<file path="src/rtl/seg7_scan_drv.sv">
// Time-multiplexed driver for a 3-digit common-anode 7-segment display fed by a packed BCD value.
// Each frame shows ones, tens, then hundreds, with an optional all-off gap before each digit.
module seg7_scan_drv #(
    parameter int SCAN_DIV  = 50000,
    parameter int BLANK_CYC = 500,
    parameter int LZB       = 1
) (
    input  logic        clk,
    input  logic        rst,
    input  logic        en,
    input  logic [11:0] num_bcd,
    output logic [6:0]  seg,
    output logic [2:0]  dig_sel,
    output logic        frame_done,
    output logic        bcd_err
);

    localparam int CMAX = (SCAN_DIV > BLANK_CYC) ? SCAN_DIV : BLANK_CYC;
    localparam int CW   = (CMAX > 1) ? $clog2(CMAX) : 1;
    localparam logic [CW-1:0] SCAN_LAST  = CW'(SCAN_DIV - 1);
    localparam logic [CW-1:0] BLANK_LAST = CW'((BLANK_CYC > 0) ? (BLANK_CYC - 1) : 0);
    localparam logic HAS_BLANK = (BLANK_CYC > 32'sd0);
    localparam logic LZB_EN    = (LZB != 32'sd0);

    typedef enum logic [1:0] {
        ST_IDLE  = 2'd0,
        ST_BLANK = 2'd1,
        ST_SHOW  = 2'd2
    } state_t;

    state_t      state_q, state_d;
    logic [1:0]  idx_q, idx_d;
    logic [CW-1:0] cnt_q, cnt_d;
    logic [11:0] snap_q, snap_d;
    logic [6:0]  seg_q, seg_d;
    logic [2:0]  dig_q, dig_d;
    logic        fd_q, fd_d;
    logic        err_q, err_d;

    function automatic logic [6:0] seg_decode(input logic [3:0] d);
        logic [6:0] s;
        case (d)
            4'd0:    s = 7'b100_0000;
            4'd1:    s = 7'b111_1001;
            4'd2:    s = 7'b010_0100;
            4'd3:    s = 7'b011_0000;
            4'd4:    s = 7'b001_1001;
            4'd5:    s = 7'b001_0010;
            4'd6:    s = 7'b000_0010;
            4'd7:    s = 7'b111_1000;
            4'd8:    s = 7'b000_0000;
            4'd9:    s = 7'b001_0000;
            default: s = 7'b111_1111;
        endcase
        return s;
    endfunction

    function automatic logic has_bad_nibble(input logic [11:0] v);
        return (v[11:8] > 4'd9) || (v[7:4] > 4'd9) || (v[3:0] > 4'd9);
    endfunction

    // Segment pattern for digit slot i, applying leading-zero blanking on the upper two digits.
    function automatic logic [6:0] digit_seg(input logic [11:0] v, input logic [1:0] i);
        logic [3:0] nib;
        logic       blank;
        nib   = 4'hF;
        blank = 1'b0;
        case (i)
            2'd0: begin
                nib   = v[3:0];
                blank = 1'b0;
            end
            2'd1: begin
                nib   = v[7:4];
                blank = LZB_EN && (v[11:8] == 4'd0) && (v[7:4] == 4'd0);
            end
            2'd2: begin
                nib   = v[11:8];
                blank = LZB_EN && (v[11:8] == 4'd0);
            end
            default: begin
                nib   = 4'hF;
                blank = 1'b1;
            end
        endcase
        return blank ? 7'h7F : seg_decode(nib);
    endfunction

    // State, counters, snapshot and output registers.
    always_ff @(posedge clk or negedge rst) begin
        if (!rst) begin
            state_q <= ST_IDLE;
            idx_q   <= 2'd0;
            cnt_q   <= '0;
            snap_q  <= 12'h000;
            seg_q   <= 7'h7F;
            dig_q   <= 3'b111;
            fd_q    <= 1'b0;
            err_q   <= 1'b0;
        end else begin
            state_q <= state_d;
            idx_q   <= idx_d;
            cnt_q   <= cnt_d;
            snap_q  <= snap_d;
            seg_q   <= seg_d;
            dig_q   <= dig_d;
            fd_q    <= fd_d;
            err_q   <= err_d;
        end
    end

    // Next-state logic; outputs are computed from the next state so they line up with it.
    always_comb begin
        state_d = state_q;
        idx_d   = idx_q;
        cnt_d   = cnt_q;
        snap_d  = snap_q;
        err_d   = err_q;
        fd_d    = 1'b0;
        seg_d   = 7'h7F;
        dig_d   = 3'b111;

        if (!en) begin
            state_d = ST_IDLE;
        end else begin
            case (state_q)
                ST_IDLE: begin
                    snap_d  = num_bcd;
                    err_d   = has_bad_nibble(num_bcd);
                    idx_d   = 2'd0;
                    cnt_d   = '0;
                    state_d = HAS_BLANK ? ST_BLANK : ST_SHOW;
                end
                ST_BLANK: begin
                    if (cnt_q == BLANK_LAST) begin
                        cnt_d   = '0;
                        state_d = ST_SHOW;
                    end else begin
                        cnt_d = cnt_q + CW'(1);
                    end
                end
                ST_SHOW: begin
                    if (cnt_q == SCAN_LAST) begin
                        cnt_d   = '0;
                        state_d = HAS_BLANK ? ST_BLANK : ST_SHOW;
                        if (idx_q == 2'd2) begin
                            // Frame wrap: the only point besides enable where new input is taken.
                            idx_d  = 2'd0;
                            fd_d   = 1'b1;
                            snap_d = num_bcd;
                            err_d  = has_bad_nibble(num_bcd);
                        end else begin
                            idx_d = idx_q + 2'd1;
                        end
                    end else begin
                        cnt_d = cnt_q + CW'(1);
                    end
                end
                default: begin
                    state_d = ST_IDLE;
                end
            endcase
        end

        if (state_d == ST_SHOW) begin
            dig_d = ~(3'b001 << idx_d);
            seg_d = digit_seg(snap_d, idx_d);
        end else begin
            dig_d = 3'b111;
            seg_d = 7'h7F;
        end
    end

    assign seg        = seg_q;
    assign dig_sel    = dig_q;
    assign frame_done = fd_q;
    assign bcd_err    = err_q;

endmodule

</file>
<file path="config.mk">
export PLATFORM = sky130hd
export DESIGN_NAME = seg7_scan_drv
export DESIGN_NICKNAME = d
export VERILOG_FILES = /design/src/rtl/seg7_scan_drv.sv
export SDC_FILE = /design/constraint.sdc
export NUM_CORES = 1
export LEC_CHECK = 0
export BUFFER_PORTS_ARGS = -buffer_cell sky130_fd_sc_hd__buf_2
export CAP_MARGIN = 20
export CORE_ASPECT_RATIO = 1.1
export CORE_UTILIZATION = 54
export DETAILED_ROUTE_END_ITERATION = 10
export PLACE_DENSITY = 0.75
export SYNTH_ARGS = -nofsm -noshare
export SYNTH_HDL_FRONTEND = slang
export SYNTH_SLANG_ARGS = --single-unit
</file>
<file path="constraint.sdc">
create_clock -name clk -period 3.55 [get_ports clk]
set_input_delay 0.1775 -clock clk [delete_from_list [all_inputs] [get_ports clk]]
set_output_delay 0.1775 -clock clk [all_outputs]
set_load 0.02 [all_outputs]
</file>
# Word-level counts from Yosys, hierarchy flattened
# Memories as Yosys holds them, arrays and structs flattened.
# Cells that the tools add are included.
# word_totals
latch_bits	0
elab_cells	66
register_bits	44
n_memories	1
romBits	112
mem_bits_rw	0
# op_classes
n_mux	29
order_cmp	3
div_mod_pow	0
n_shift	1
multipliers	0
reduce_logical	11
add_sub_neg	2
n_eq_ne	10
n_bitwise	1
# memory_table
name	depth	word_bits	rd	rd_ports_with_merged_regs	write_ports	line	rtl
(no name shown)	16	7	1	0	0	42	case (d)
# ops
operator	n
$pmux 16 s3	1
$mux 12	3
$mux 16	2
$pmux 12 s2	1
$add 16x1->16 const B	1
$eq 16x16->1 const B	1
$eq 16x9->1 const B	1
$mux 7	2
$gt 4x4->1 const B	3
$mux 2	6
$pmux 4 s3	1
$eq 2x2->1 const B	4
$logic_not 4->1	2
$mux 1	7
$pmux 2 s3	1
$eq 2x1->1 const B	2
$logic_not 2->1	2
$mux 4	1
$ne 2x2->1 const B	2
$pmux 2 s2	1
$reduce_and 4->1	1
$mux 3	1
$not 3->3	1
$pmux 1 s3	1
8 further kinds	9

# Longest topological paths before layout
# Gate-level depths: netlist of the first run.
# logic_depth
depth_word	11
ltp_mapped	14
depth_no_buf	14

# Worst setup path before layout of the first run
# Ideal clock, no wire load.
# synth_path
kind	register -> register
startpoint	reg cnt_q[0]
endpoint	reg seg_q[3] (netlist: seg[3])
arrival_time_ns	2.673
path_buffers	1
path_slack_ns	0.787
synth_period_minus_slack_ns	2.763
stages_incl_launch_ff	13
setup_time_ns	0.090
cell_sequence	dfrtp_1 > ha_1 > and4b_1 > nand4_4 > nor2_4 > mux2_2 > and2_4 > buf_6 > a221o_2 > inv_1 > ha_1 > nor2_1 > o211ai_1
# synth_via
elab_chain_cells	10
# synth_rtl
element	line	rtl
from (decl)	33	logic [CW-1:0] cnt_q, cnt_d;
from (signal assigned)	103	cnt_q <= cnt_d;
$eq 16x16->1	143	if (cnt_q == SCAN_LAST) begin
$mux 2 or $mux 12 (tied branches)	143	
$pmux 2 s2 or $pmux 12 s2 (tied branches)	126	case (state_q)
$mux 2 or $mux 12 (tied branches)	123	if (!en) begin
$eq 2x2->1, or another cell as far along	68	case (i)
$pmux 4 s3 or $logic_and 1x1->1 (tied branches)	68, 75	
$mux 4 or $pmux 1 s3 (tied branches)	165, 68	
$mem_v2 16x7 or $mux 1 (tied branches)	--	
$mux 7	86	return blank ? 7'h7F : seg_decode(nib);
$mux 7 *	165	if (state_d == ST_SHOW) begin
net seg_d[3]	35	logic [6:0] seg_q, seg_d;
to (signal assigned)	105	seg_q <= seg_d;
to (decl)	35	
# Mark *: on every way through the listed nets, which the timed path passes. The rest lies on a longest branch. The select of a mux whose other input is x is not followed.
# A chain may end at the register's enable or synchronous reset.

# Final worst setup path of the first run
# layout_path
startpoint	reg state_q[0]
endpoint	reg seg_q[3] (netlist: seg[3])
# layout_via
elab_chain_cells	9
# layout_rtl
element	line	rtl
from (decl)	31	state_t state_q, state_d;
from (signal assigned)	101	state_q <= state_d;
$eq 2x2->1 or $logic_not 2->1 (tied branches)	126	
$pmux 2 s2 *	126	
$mux 2 *	123	
net idx_d[0]	32	logic [1:0] idx_q, idx_d;
$eq 2x2->1, or another cell as far along	68	
$pmux 4 s3	68	
$mux 4	165	
$mem_v2 16x7	--	
$mux 7 *	86	
$mux 7 *	165	
net seg_d[3]	35	
# Marked as above.

==> flow_metrics.env, run 1 <==
export IMPL_syn_to_final_growth_pct=12.5
export IMPL_postLayoutCoreUtil_pct=65.2
export IMPL_total_power_mw=1.15
export IMPL_postSynthAreaPerCell_um2=9.99
export IMPL_min_path_type="primary input to async pin"
export IMPL_clock_sinks=44
export IMPL_drt_total_wl_um=4840
export IMPL_grt_util_all_layers_pct=23.4
export IMPL_viasPerCell=5.90
export IMPL_worst_slew_pin_transition_ns=0.946
export IMPL_synth_fp_nets=260
export IMPL_slew_violations=0
export IMPL_gp_congestion=0.890
export IMPL_rows=24
export IMPL_yosysWarnings=0
export IMPL_ctsRootBufferMaster="clkbuf_8"
export IMPL_crit_path_max_fanout=9
export IMPL_dp_hpwl_um=3410
export IMPL_cp_arrival_ns=3.26
export IMPL_yosys_top_cells_area="dfrtp_1 (36%), dfstp_2 (11%), nand2_1 (4.8%), ha_1 (4.2%), nor2_1 (3.5%)"
export IMPL_cts_setup_buffers=0
export IMPL_slowest_delay_ns=0.46
export IMPL_drt_iter0_markers=132
export IMPL_dieWidth_um=65.1
export IMPL_setup_tns_ns=0
export IMPL_final_cells=320
export IMPL_grt_pass1_vias=1869
export IMPL_dp_slack_ns=0.556
export IMPL_crit_required_ns=3.77
export IMPL_final_cell_mix="dfrtp_1 (34), nand2_1 (30), buf_2 (26)"
export IMPL_grt_max_degree=45
export IMPL_vias=1887
export IMPL_fin_crit_sh_pct=85.5
export IMPL_io_buffers=26
export IMPL_fp_dieH_um=71.4
export IMPL_antenna_left=0
export IMPL_synthCells=237
export IMPL_setup_worst_path_end_class="flip-flop"
export IMPL_clock_latency_ns=0.30
export IMPL_start_kind="flip-flop"
export IMPL_dr_pass1_iters=4
export IMPL_placed_cell_area_mm2=0.00254
export IMPL_start_util_pct=58.0
export IMPL_path_delay_family="simple AND/OR/NAND/NOR gates"
export IMPL_path_class="flip-flop to flip-flop"
export IMPL_fmax_mhz=329
export IMPL_grt_ovfl_total=0
export IMPL_synth_flop_cell="dfrtp_1"
export IMPL_cp_common_cell="inv_1"
export IMPL_cts_tree="done"
export IMPL_n_antenna_cell=0
export IMPL_wl_per_cell_um=15.1
export IMPL_core_mm2=0.00408
export IMPL_maxCapViolCount=0
export IMPL_period_needed_ns=3.04
export IMPL_power_density_mw_per_mm2=431
export IMPL_grt_pass1_wl_um=8350
export IMPL_rsz0062_at_grt="no"
export IMPL_fin_hold_ws_ns=0.0254
export IMPL_stdcell_area_mm2=0.00266
export IMPL_p_leak_nw=1.17
export IMPL_n_fill_cell=349
export IMPL_setup_viol=0
export IMPL_final_nets=290
export IMPL_status="completed"
export IMPL_finalHoldViolations=0
export IMPL_relSlewSlack_pct=36.9
export IMPL_clkTransAtPathRegs_ns=0.08
export IMPL_netlist_area_leader_share_pct=35.9
export IMPL_synth_seq_cells=44
export IMPL_ios=27
export IMPL_crit_buf_inv=3
export IMPL_drcViolationCount=0
export IMPL_async_flop_share_pct=100
export IMPL_dp_cells=312
export IMPL_cts_path_max_buffers=2
export IMPL_antenna_found_initial=0
export IMPL_die_area_mm2=0.00465
export IMPL_yosysTopAreaCell="dfrtp_1"
export IMPL_ir_drop_uv=281
export IMPL_setup_ws_ns=0.513
export IMPL_synth_edff_count=0
export IMPL_cts_hold_buffers=0
export IMPL_fin_skew_ns=0.00590
export IMPL_final_common_cell="dfrtp_1"
export IMPL_netlist_area_mm2=0.00237
export IMPL_cts_resized=0
export IMPL_drive_above_1_share_pct=23.1
export IMPL_yosysSeqAreaShare_pct=47.0
export IMPL_crit_path_top_delay_cell="a221o_2"
export IMPL_htreeDepth=2
export IMPL_crit_chain="inv_1, ha_1, nand2_1, nand3_1, nand2_1, mux2_2, inv_1, nor2_2, a221o_2, inv_1, ha_1, nor2_1, o211ai_1"
export IMPL_cts_made_buffers=5
export IMPL_yosysUniqueCellTypes=50
[report_power, final]
part | internal, mW | switching (mW) | total, mW
clock | 0.248 | 0.168 | 0.416
sequential | 0.530 | 0.0116 | 0.542
combinational | 0.0693 | 0.120 | 0.189
[cell type report]
class | instances | area, um^2 | share of cell area, %
multi-input combinational | 174 | 1160 | 43.6
sequential | 44 | 1110 | 41.8
timing repair buffer | 28 | 145 | 5.45
clock buffer | 7 | 96.3 | 3.62
tap | 52 | 65.1 | 2.44
inverter | 14 | 52.6 | 1.97
clock inverter | 1 | 30.0 | 1.13
[state kept, by name, summed over array words and instances, names as in the netlist]
register,count
bcd_err,1
cnt_q,16
dig_sel,3
frame_done,1
idx_q,2
seg,7
snap_q,12
state_q,2
[Yosys cell counts (2+ instances only)]
cell and instances:
nand2_1 30, o21ai_0 16, buf_6 3, a21oi_1 5, a221o_1 3, o21ai_1 3, nor2_2 2, nand4b_1 2
a221oi_2 2, clkbuf_1 2, nand2b_1 3, nor3_1 6, dfrtp_1 34, inv_1 14, xnor2_1 3, nor2_1 22
and4b_1 2, dfstp_2 10, o211ai_1 3, a32oi_1 8, nand3_1 7, and3_1 5, or3_1 3, a32o_1 4
ha_1 8, nor4_1 3, a22o_1 2, xor2_1 4, nor2b_1 2, nand4_1 5, a21o_1 2
[layer usage]
metal	routed length [um]	share of wire [%]	vias to the layer above	track usage, %
met5	0	0	-	0
met4	85	1.8	0	9.90
met3	250	5.2	8	5.25
met2	2230	46	53	36.9
met1	2270	47	907	31.0
li1	-	-	919	-
[worst register-to-register path, delay by kind of cell, from the launching register on]
family	cells	cell delay [ns]
compound gates	2	0.54
simple gates	5	0.75
mux	1	0.33
buf+inv	3	0.40
flops	1	0.45
fa+ha+maj	2	0.50
[worst paths after layout]
check	startpoint	end	slack, ns	cells past startpoint
max	state_q[0]	seg[3]	0.51	13
min	rst	cnt_q[3]	0.03	1
max reg2reg	state_q[0]	seg[3]	0.51	13
min reg2reg	snap_q[2]	snap_q[2]	0.52	2
max in group asynchronous	rst	snap_q[2]	2.95	1
min in group clk	num_bcd[0]	snap_q[0]	0.11	3
[kinds of logic (layout without fill, tap and decap cells)]
family          after synthesis  count (layout)  share of synthesized area (%)
flops                        44              44                           47.0
buf+inv                      19              50                           3.96
fa+ha+maj                     8               8                           4.23
xor+xnor                      7               7                           2.59
compound gates               55              55                           17.1
mux                           2               2                           1.43
simple gates                102             102                           23.6
Note: power is estimated with default switching activity, not from simulation.
==> run 2, diff against run 1 <==
==> constraint.sdc (replaced) <==
create_clock -name clk -period 3.2 [get_ports clk]
set_input_delay 0.16 -clock clk [delete_from_list [all_inputs] [get_ports clk]]
set_output_delay 0.16 -clock clk [all_outputs]
set_load 0.02 [all_outputs]
==> run 2 against run 1 <==
Compared with the run above:
- routed wire length is 1.3% lower
- cell count is 1.3% higher
- clock skew shrank 0.0014 ns
- via count rose by 0.42%
- critical endpoint unchanged
- largest cell class unchanged
- highest routed layer unchanged
==> flow_metrics.env, run 2 (synthesis gave the netlist of run 1 again) <==
export IMPL_cts_tree="done"
export IMPL_drcViolationCount=0
export IMPL_drt_total_wl_um=4780
export IMPL_crit_required_ns=3.42
export IMPL_postLayoutCoreUtil_pct=65.9
export IMPL_gp_congestion=0.888
export IMPL_status="completed"
export IMPL_viasPerCell=5.85
export IMPL_crit_path_max_fanout=7
export IMPL_io_buffers=26
export IMPL_core_mm2=0.00408
export IMPL_ir_drop_uv=332
export IMPL_rows=24
export IMPL_worst_slew_pin_transition_ns=0.948
export IMPL_cts_hold_buffers=0
export IMPL_grt_util_all_layers_pct=22.9
export IMPL_n_antenna_cell=0
export IMPL_cp_arrival_ns=3.26
export IMPL_fp_dieH_um=71.4
export IMPL_clkTransAtPathRegs_ns=0.08
export IMPL_final_nets=294
export IMPL_dieWidth_um=65.1
export IMPL_wl_per_cell_um=14.7
export IMPL_die_area_mm2=0.00465
export IMPL_rsz0062_at_grt="no"
export IMPL_drive_above_1_share_pct=24.3
export IMPL_period_needed_ns=3.04
export IMPL_htreeDepth=2
export IMPL_drt_iter0_markers=185
export IMPL_finalHoldViolations=0
export IMPL_antenna_left=0
export IMPL_grt_ovfl_total=0
export IMPL_vias=1895
export IMPL_start_kind="flip-flop"
export IMPL_cts_setup_buffers=0
export IMPL_fin_skew_ns=0.00452
export IMPL_fmax_mhz=329
export IMPL_ctsRootBufferMaster="clkbuf_8"
export IMPL_cts_made_buffers=5
export IMPL_cts_path_max_buffers=2
export IMPL_fin_crit_sh_pct=95.0
export IMPL_antenna_found_initial=0
export IMPL_final_common_cell="dfrtp_1"
export IMPL_slew_violations=0
export IMPL_dp_hpwl_um=3390
export IMPL_grt_pass1_vias=1825
export IMPL_relSlewSlack_pct=36.8
export IMPL_cts_resized=0
export IMPL_grt_max_degree=45
export IMPL_setup_worst_path_end_class="flip-flop"
export IMPL_maxCapViolCount=0
export IMPL_path_class="flip-flop to flip-flop"
export IMPL_setup_viol=0
export IMPL_clock_sinks=44
export IMPL_dr_pass1_iters=5
export IMPL_min_path_type="primary input to async pin"
export IMPL_grt_pass1_wl_um=8200
export IMPL_setup_tns_ns=0
export IMPL_final_cell_mix="dfrtp_1 (34), nand2_1 (30), buf_2 (26)"
export IMPL_top_register="cnt_q"
export IMPL_p_leak_nw=1.19
export IMPL_start_util_pct=58.0
export IMPL_syn_to_final_growth_pct=13.7
export IMPL_largest_register_ffs=16
export IMPL_clock_latency_ns=0.30
export IMPL_ios=27
export IMPL_power_density_mw_per_mm2=476
[run 2: cell count changes in the layout (fill, tap and decap cells not counted), sizes merged]
cell	change
buf	+4
[run 2: layout make-up]
cell class | instances | area, um^2
well taps | 52 | 65.1
repair buffers | 32 | 175
inverters | 14 | 52.6
fillers | 357 | 1390
clock inverters | 1 | 30.0
flip-flops and latches | 44 | 1110
clock buffers | 7 | 96.3
multi-input cells | 174 | 1160
[run 2: stage by stage]
step	power (mW)	instances	area [um^2]	worst slack, ns	hold slack (ns)
2_1_floorplan	0.759	237	2370	0.437	-0.136
3_5_place_dp	0.829	316	2570	0.220	0.357
3_3_place_gp	0.824	316	2570	0.302	0.356
6_report	1.28	324	2690	0.160	0.00124
4_1_cts	1.29	324	2690	0.207	0.0338
5_1_grt	1.34	324	2690	0.00977	0.0961
[run 2: per-layer routing]
layer | up-vias | part of all wire, % | track usage, %
met1 | 921 | 49 | 32.1
met5 | - | 0 | 0
met3 | 6 | 3.8 | 4.78
li1 | 924 | - | -
met4 | 0 | 1.5 | 8.21
met2 | 44 | 46 | 35.3
[run 2: final timing paths]
kind / from / end / slack, ns / cells past startpoint
max in group asynchronous: rst / bcd_err / 2.61 / 1
hold reg to reg: snap_q[2] / snap_q[2] / 0.52 / 2
setup reg to reg: cnt_q[0] / seg[3] / 0.16 / 12
setup / recovery: cnt_q[0] / seg[3] / 0.16 / 12
hold / removal: rst / cnt_q[2] / 0.001 / 1
min in group clk: num_bcd[2] / snap_q[2] / 0.10 / 3
[run 2: worst max-delay path, stage by stage (launching register included)]
cell and delay (ns):
dfrtp_1 0.39, ha_1 0.25, and4b_1 0.29, nand4_4 0.18, nor2_4 0.17, mux2_2 0.41
inv_1 0.15, nor2_2 0.09, a221o_2 0.46, inv_1 0.12, ha_1 0.25, nor2_1 0.11
o211ai_1 0.09
[run 2: report_power, final]
| group | internal [mW] | switching (mW) |
|---|---|---|
| logic | 0.0859 | 0.134 |
| registers | 0.588 | 0.0123 |
| clock network | 0.275 | 0.186 |
| total | 0.950 | 0.332 |
==> run 3, diff against run 2 <==
--- a/config.mk
+++ b/config.mk
@@ -10,6 +10,7 @@
 export CORE_ASPECT_RATIO = 1.1
 export CORE_UTILIZATION = 54
 export DETAILED_ROUTE_END_ITERATION = 10
+export GPL_TIMING_DRIVEN = 0
 export PLACE_DENSITY = 0.75
 export SYNTH_ARGS = -nofsm -noshare
 export SYNTH_HDL_FRONTEND = slang
==> constraint.sdc (replaced) <==
create_clock -name clk -period 3.5 [get_ports clk]
set_input_delay 0.175 -clock clk [delete_from_list [all_inputs] [get_ports clk]]
set_output_delay 0.175 -clock clk [all_outputs]
set_load 0.02 [all_outputs]
==> run 3 against run 2 <==
Compared with the run above:
- first-iteration DRC count is 2.7% higher
- design area is 0.14% lower
- sequential share of layout area is 0.058 points higher
- critical path type unchanged
- largest cell class unchanged
- largest power group unchanged
==> flow_metrics.env, run 3 (synthesis gave the netlist of run 1 again) <==
export IMPL_status="completed"
export IMPL_path_class="flip-flop to flip-flop"
export IMPL_antenna_found_initial=0
export IMPL_antenna_left=0
export IMPL_period_needed_ns=3.07
export IMPL_ctsRootBufferMaster="clkbuf_8"
export IMPL_finalHoldViolations=0
export IMPL_intPower_mw=0.861
export IMPL_postLayoutCoreUtil_pct=65.8
export IMPL_ff2ff_setup_slack_ns=0.43
export IMPL_power_density_mw_per_mm2=429
export IMPL_fin_skew_ns=0.00462
export IMPL_final_cell_mix="dfrtp_1 (34), nand2_1 (30), buf_2 (26)"
export IMPL_r2r_start="cnt_q[0]"
export IMPL_seq_power_share_pct=47.6
export IMPL_setup_tns_ns=0
export IMPL_drt_total_wl_um=4710
export IMPL_rr_worst_depth=12
export IMPL_min_path_type="primary input to async pin"
export IMPL_final_common_cell="dfrtp_1"
export IMPL_grt_ovfl_total=0
export IMPL_cts_made_buffers=5
export IMPL_grt_util_all_layers_pct=23.6
export IMPL_cts_setup_buffers=0
export IMPL_setup_worst_path_end_class="flip-flop"
export IMPL_crit_buf_inv=2
export IMPL_swShare_pct=25.4
export IMPL_viasPerCell=5.85
export IMPL_dieWidth_um=65.1
export IMPL_largest_register_ffs=16
export IMPL_clock_sinks=44
export IMPL_relSlewSlack_pct=36.4
export IMPL_grt_pass1_wl_um=8400
export IMPL_cts_resized=0
export IMPL_gp_congestion=0.852
export IMPL_p_leak_nw=1.18
export IMPL_grt_max_degree=45
export IMPL_die_area_mm2=0.00465
export IMPL_cts_hold_buffers=0
export IMPL_dp_hpwl_um=3480
export IMPL_cp_arrival_ns=3.27
export IMPL_top_register="cnt_q"
export IMPL_cts_path_max_buffers=2
export IMPL_p_sw_mw=0.293
export IMPL_vias=1888
export IMPL_dr_pass1_iters=4
export IMPL_final_nets=293
export IMPL_drcViolationCount=0
export IMPL_drt_iter0_markers=190
export IMPL_rsz0062_at_grt="no"
export IMPL_start_kind="flip-flop"
export IMPL_maxCapViolCount=0
export IMPL_fin_crit_sh_pct=87.8
export IMPL_slowest_delay_ns=0.39
export IMPL_p_comb_share_pct=16.4
export IMPL_crit_path_top_delay_cell="dfrtp_1"
export IMPL_core_mm2=0.00408
export IMPL_n_antenna_cell=0
export IMPL_fin_hold_ws_ns=0.0114
export IMPL_fmax_mhz=325
export IMPL_io_buffers=26
export IMPL_ir_drop_uv=234
export IMPL_clock_latency_ns=0.30
export IMPL_grt_pass1_vias=1775
export IMPL_syn_to_final_growth_pct=13.6
export IMPL_rows=24
export IMPL_reg2reg_to="seg[5]"
export IMPL_worst_slew_pin_transition_ns=0.953
export IMPL_crit_chain="ha_1, and4b_1, nand4_4, or2_4, buf_6, a32o_1, nor3_1, a221o_1, inv_1, ha_1, nor3_1, o21ai_1"
export IMPL_start_util_pct=58.0
export IMPL_total_power_mw=1.15
export IMPL_clkTransAtPathRegs_ns=0.08
export IMPL_crit_required_ns=3.70
export IMPL_wl_per_cell_um=14.6
export IMPL_slew_violations=0
export IMPL_fp_dieH_um=71.4
export IMPL_ios=27
export IMPL_n_fill_cell=348
export IMPL_crit_path_max_fanout=10
export IMPL_cts_tree="done"
export IMPL_drive_above_1_share_pct=23.2
export IMPL_htreeDepth=2
export IMPL_pwr_share_clk_pct=36.1
export IMPL_path_delay_family="simple AND/OR/NAND/NOR gates"
export IMPL_setup_viol=0
## run 3: power groups by stage
| stage | sequential, mW | clock (mW) | combinational (mW) |
|---|---|---|---|
| 3_5_place_dp | 0.559 | 0 | 0.190 |
| 3_3_place_gp | 0.558 | 0 | 0.185 |
| 4_1_cts | 0.549 | 0.428 | 0.190 |
| 2_1_floorplan | 0.558 | 0 | 0.136 |
| 5_1_grt | 0.553 | 0.447 | 0.216 |
| 6_report | 0.549 | 0.416 | 0.189 |
## run 3: layout make-up
class | instances | area [um^2] | area share (%)
tap | 52 | 65.1 | 2.42
inverter | 14 | 52.6 | 1.95
sequential | 44 | 1110 | 41.4
multi-input combinational | 174 | 1160 | 43.1
timing repair buffer | 26 | 130 | 4.84
clock buffer | 7 | 96.3 | 3.58
buffer | 5 | 41.3 | 1.54
clock inverter | 1 | 30.0 | 1.12
## run 3: how the worst max path moves through the flow
stage	to	cells after the start	startpoint	slack [ns]
6_report	seg[5]	12	cnt_q[0]	0.43
5_1_grt	seg[0]	11	state_q[0]	0.16
4_1_cts	seg[5]	12	cnt_q[0]	0.44
3_5_place_dp	seg[5]	12	cnt_q[0]	0.45
3_3_place_gp	seg[3]	12	cnt_q[0]	0.49
2_1_floorplan	seg[3]	12	cnt_q[0]	0.74
## run 3: per-layer routing
| layer | track usage (%) | up-vias | wire [um] |
|---|---|---|---|
| li1 | - | 933 | - |
| met1 | 33.7 | 907 | 2180 |
| met2 | 35.9 | 41 | 2230 |
| met3 | 5.10 | 7 | 226 |
| met4 | 7.97 | 0 | 74 |
| met5 | 0 | - | 0 |
## run 3: metrics by stage
step / instance area [um^2] / setup slack (ns) / cells
after floorplan: 2370 / 0.737 / 237
after global placement: 2560 / 0.494 / 315
after detailed placement: 2560 / 0.446 / 315
after CTS: 2690 / 0.442 / 323
after global routing: 2690 / 0.164 / 323
final: 2690 / 0.428 / 323
